## config.mk

```make
export PLATFORM = sky130hd
export DESIGN_NAME = reg_write_queue
export DESIGN_NICKNAME = d
export VERILOG_FILES = /design/src/rtl/reg_write_queue_pkg.sv /design/src/rtl/reg_write_queue_fifo.sv /design/src/rtl/reg_write_queue.sv
export SDC_FILE = /design/constraint.sdc
export NUM_CORES = 1
export LEC_CHECK = 0
export BUFFER_PORTS_ARGS = -buffer_cell sky130_fd_sc_hd__buf_2
export CORE_MARGIN = 2
export CORE_UTILIZATION = 61
export CTS_BUF_LIST = sky130_fd_sc_hd__clkbuf_4
export DETAILED_ROUTE_END_ITERATION = 10
export GPL_TIMING_DRIVEN = 0
export PLACE_DENSITY = 0.91
export SLEW_MARGIN = 20
export SYNTH_ARGS = -nofsm -noshare
export SYNTH_HDL_FRONTEND = slang
export SYNTH_HIERARCHICAL = 1
export SYNTH_SLANG_ARGS = --single-unit
export TNS_END_PERCENT = 1
```

## constraint.sdc

```tcl
create_clock -name clock -period 5.07 [get_ports clock]
set_input_delay 1.014 -clock clock [delete_from_list [all_inputs] [get_ports clock]]
set_output_delay 1.014 -clock clock [all_outputs]
set_load 0.05 [all_outputs]
```

## src/rtl/reg_write_queue_pkg.sv

```systemverilog
// Shared constants and request type for the register write queue.
package reg_file_pkg;

  localparam int DEFAULT_DEPTH = 4;
  localparam int DEFAULT_AW    = 1;
  localparam int DEFAULT_DW    = 1;

  typedef struct packed {
    logic [DEFAULT_AW-1:0] addr;
    logic [DEFAULT_DW-1:0] data;
  } req_t;

endpackage

```

## src/rtl/reg_write_queue_fifo.sv

```systemverilog
// Circular-buffer storage for queued register writes: push/pop/count/full/empty.
module reg_wq_fifo
  import reg_file_pkg::*;
#(
  parameter int  DEPTH   = DEFAULT_DEPTH,
  parameter type entry_t = req_t
) (
  input  logic                         clk,
  input  logic                         rst_n,
  input  logic                         push,
  input  entry_t                       push_entry,
  input  logic                         pop,
  output entry_t                       head,
  output logic [$clog2(DEPTH+1)-1:0]   count,
  output logic                         full,
  output logic                         empty
);

  localparam int PW = $clog2(DEPTH);
  localparam int CW = $clog2(DEPTH + 1);

  entry_t        mem [DEPTH];
  logic [PW-1:0] wptr;
  logic [PW-1:0] rptr;
  logic          do_push;
  logic          do_pop;

  assign full    = (count == CW'(DEPTH));
  assign empty   = (count == '0);
  assign do_push = push && !full;
  assign do_pop  = pop && !empty;
  assign head    = mem[rptr];

  // DEPTH is a power of two, so the pointers wrap by natural overflow.
  always_ff @(posedge clk or negedge rst_n) begin
    if (!rst_n) begin
      wptr  <= '0;
      rptr  <= '0;
      count <= '0;
    end else begin
      if (do_push) wptr <= wptr + 1'b1;
      if (do_pop)  rptr <= rptr + 1'b1;
      case ({do_push, do_pop})
        2'b10:   count <= count + 1'b1;
        2'b01:   count <= count - 1'b1;
        default: count <= count;
      endcase
    end
  end

  always_ff @(posedge clk) begin
    if (do_push) mem[wptr] <= push_entry;
  end

endmodule

```

## src/rtl/reg_write_queue.sv

```systemverilog
// In-order register write queue with a registered write port and hold control.
// Define REG_WRITE_QUEUE_BYPASS_EN to let a request skip the empty queue (latency 1).
module reg_write_queue
  import reg_file_pkg::*;
#(
  parameter int DEPTH = DEFAULT_DEPTH,
  parameter int AW    = DEFAULT_AW,
  parameter int DW    = DEFAULT_DW
) (
  input  logic                       clock,
  input  logic                       reset,
  input  logic                       req_valid_in,
  input  logic [AW-1:0]              req_addr_in,
  input  logic [DW-1:0]              req_data_in,
  output logic                       req_ready_out,
  input  logic                       hold_in,
  output logic                       r_d_wen_out,
  output logic [AW-1:0]              r_d_waddr_out,
  output logic [DW-1:0]              d_out,
  output logic [$clog2(DEPTH+1)-1:0] count_out
);

  typedef struct packed {
    logic [AW-1:0] addr;
    logic [DW-1:0] data;
  } entry_t;

  entry_t req_entry;
  entry_t head;
  logic   fifo_full;
  logic   fifo_empty;
  logic   accept;
  logic   bypass;
  logic   push;
  logic   pop;

  assign req_entry     = '{addr: req_addr_in, data: req_data_in};
  assign req_ready_out = !fifo_full;
  assign accept        = req_valid_in && req_ready_out;

`ifdef REG_WRITE_QUEUE_BYPASS_EN
  // An empty, unheld queue forwards the request straight to the write port.
  assign bypass = accept && fifo_empty && !hold_in;
`else
  assign bypass = 1'b0;
`endif

  assign push = accept && !bypass;
  assign pop  = !fifo_empty && !hold_in;

  reg_wq_fifo #(
    .DEPTH   (DEPTH),
    .entry_t (entry_t)
  ) u_fifo (
    .clk        (clock),
    .rst_n      (reset),
    .push       (push),
    .push_entry (req_entry),
    .pop        (pop),
    .head       (head),
    .count      (count_out),
    .full       (fifo_full),
    .empty      (fifo_empty)
  );

  // Pop and bypass are mutually exclusive: bypass needs an empty queue.
  always_ff @(posedge clock or negedge reset) begin
    if (!reset) begin
      r_d_wen_out   <= 1'b0;
      r_d_waddr_out <= '0;
      d_out         <= '0;
    end else if (pop) begin
      r_d_wen_out   <= 1'b1;
      r_d_waddr_out <= head.addr;
      d_out         <= head.data;
    end else if (bypass) begin
      r_d_wen_out   <= 1'b1;
      r_d_waddr_out <= req_addr_in;
      d_out         <= req_data_in;
    end else begin
      r_d_wen_out   <= 1'b0;
    end
  end

endmodule

```

==> qor.yml <==
route:
  vias: 463
  drt_first_pass_iters: 4
  drc: 0
  initialDrtViolationCount: 12
  drt-total-wl_um: 1390
  ant_nets: 0
  post_drt_wl_per_cell_um: 16.2
  drt-vias-per-instance: 5.38
placed_design:
  dp_worst_setup_slack_ns: 2.43
  portBuffers: 12
  place_hpwl_um: 1020
  gp_congestion: 0.718
  placed_area_um2: 918
logic_synthesis:
  yosysWarnings: 6
  ys_seq_area_share_pct: 58.4
  synth_cell_types: 21
  synth_fp_nets: 67
  avgSynthCellArea_um2: 15.3
  async_flop_share_pct: 55.6
  synth_area_leaders: "dfrtp_1, edfxtp_1, ha_1, mux4_2, inv_1"
  synth_edf_count: 8
  synth_top_area_share_pct: 29.8
  synth_common_cells: "dfrtp_1, edfxtp_1, inv_1, ha_1"
  synthFlopType: "dfrtp_1"
  syn_area_um2: 840
  yosys_register_bits: 18
  synth_top_area_cell: "dfrtp_1"
  synthCells: 55
  synth.most_common_cell: "dfrtp_1"
critical_path:
  crit_path_end_kind: "register"
  cp_data_arrival_time_ns: 2.62
  worstPathRequired_ns: 5.28
  worstPathMaxFanout: 4
  startpoint_type: "input port"
  worstSetupPathType: "in2reg"
sta:
  min_period_over_period_pct: 47.5
  rsz0062_at_grt: "no"
  slew_headroom_pct: 80.3
  tns_ns: 0
  setup_violations: 0
  tightest_slew_ns: 0.295
  slew_violations: 0
  fin_worst_skew_ns: 0.00461
  finalCriticalPeriod_ns: 2.41
  timing.final.ws_setup_ns: 2.66
  finalHoldViolations: 0
  clock.fmax_mhz: 415
layout:
  drive_gt1_share_pct: 36.6
  fin_util_pct: 72.6
  nets: 84
  multiInputGateArea_um2: 323
  final_cell_area_um2: 945
  regArea_um2: 490
  diodes: 0
  n_fill_cell: 88
  synthToLayoutAreaGrowth_pct: 12.5
die:
  ios: 13
  row_count: 13
  core_um2: 1300
  die_h_um: 41.1
  initial_core_util_pct: 64.5
  dieArea_um2: 1690
  die_w_um: 41.1
global_routing:
  grt_pass1_wl_um: 2030
  grt_remaining_overflow: 0
  antenna_found_initial: 0
  grt_max_degree: 11
  grtUsageTotal_pct: 20.6
  first_global_vias: 440
clock_tree:
  cts.sinks: 18
  cts_tree: "built"
  htreeDepth: 1
  clk_pin_slew_ns: 0.10
  cts_resized: 0
  cts.path.max_buffers: 2
  numCtsBuffers: 3
  post-cts-setup-buffers: 0
  cts_hold_buf: 0
  clk_latency_ns: 0.28
  root_buffer: "clkbuf_4"
flow_run:
  maxCapViolCount: 0
min_path:
  hold_class: "reg2reg"
outcome:
  status: "finished, final reports clean"
[sequential cells by signal, summed over array words and instances (netlist names)]
name           flops
u_fifo/wptr        2
u_fifo/mem         8
u_fifo/count       3
u_fifo/rptr        2
d_out              1
r_d_waddr_out      1
r_d_wen_out        1
[stage by stage]
stage / instances / hold WS (ns)
after CTS: 86 / 0.522
after floorplan: 55 / 0.481
after global placement: 82 / 0.485
after global routing: 86 / 0.544
after detailed placement: 82 / 0.499
final: 86 / 0.517
[layout by cell type, fill, tap and decap left out, types with 2 or more instances in the layout]
| cell type | Yosys | routed |
|---|---|---|
| buf_2 | 0 | 12 |
| dfrtp_1 | 10 | 10 |
| edfxtp_1 | 8 | 8 |
| inv_1 | 7 | 7 |
| ha_1 | 5 | 5 |
| clkbuf_4 | 0 | 3 |
| xnor2_1 | 3 | 3 |
| xor2_1 | 3 | 3 |
| mux2_2 | 2 | 2 |
| and2_1 | 2 | 2 |
| and2_2 | 2 | 2 |
| mux4_2 | 2 | 2 |
[path summary, 6_finish.rpt]
kind                       cells past startpoint  slack (ns)               to            start
max                                            9        2.66  u_fifo/count[2]          hold_in
min                                            1        0.52    r_d_waddr_out    r_d_waddr_out
max reg2reg                                   10        2.81  u_fifo/count[2]  u_fifo/count[0]
min reg2reg                                    1        0.52    r_d_waddr_out    r_d_waddr_out
max in group asynchronous                      1        4.29  u_fifo/count[0]            reset
min in group asynchronous                      1        0.58    r_d_waddr_out            reset
[cells by family (layout without fill, tap and decap cells)]
| group | after synthesis | after routing | synth area share (%) |
|---|---|---|---|
| muxes | 6 | 6 | 11.0 |
| buffers and inverters | 7 | 23 | 3.13 |
| AOI/OAI and AO/OA | 1 | 1 | 1.19 |
| xor gates and xnor gates | 6 | 6 | 6.26 |
| and+or+nand+nor | 11 | 11 | 10.1 |
| adders and majority gates | 6 | 6 | 9.84 |
| DFF | 18 | 18 | 58.4 |
[worst max-delay path, cell delays in order]
cell and delay [ns]:
buf_2 0.10, nor2_2 0.18, o31a_2 0.22, ha_1 0.19, inv_1 0.06, fa_1 0.38, xor2_1 0.15, nor2_1 0.15
xor2_1 0.18
[per-layer routing]
layer | global-route usage [%] | routed length [um] | part of all wire, %
met1 | 25.2 | 575 | 41
met2 | 35.2 | 764 | 55
met3 | 4.89 | 54 | 3.9
met4 | 7.26 | 0 | 0
met5 | 0 | 0 | 0
[layout make-up]
cell class	count	share of cell area, %
clock buffer	3	2.38
tap	15	1.99
multi-input combinational	30	34.2
timing repair buffer	12	6.36
inverter	7	2.78
clock inverter	1	0.397
sequential	18	51.9
Power is not shown: default switching activity piles up to over one toggle a cycle in this logic, so the estimate is an artifact.
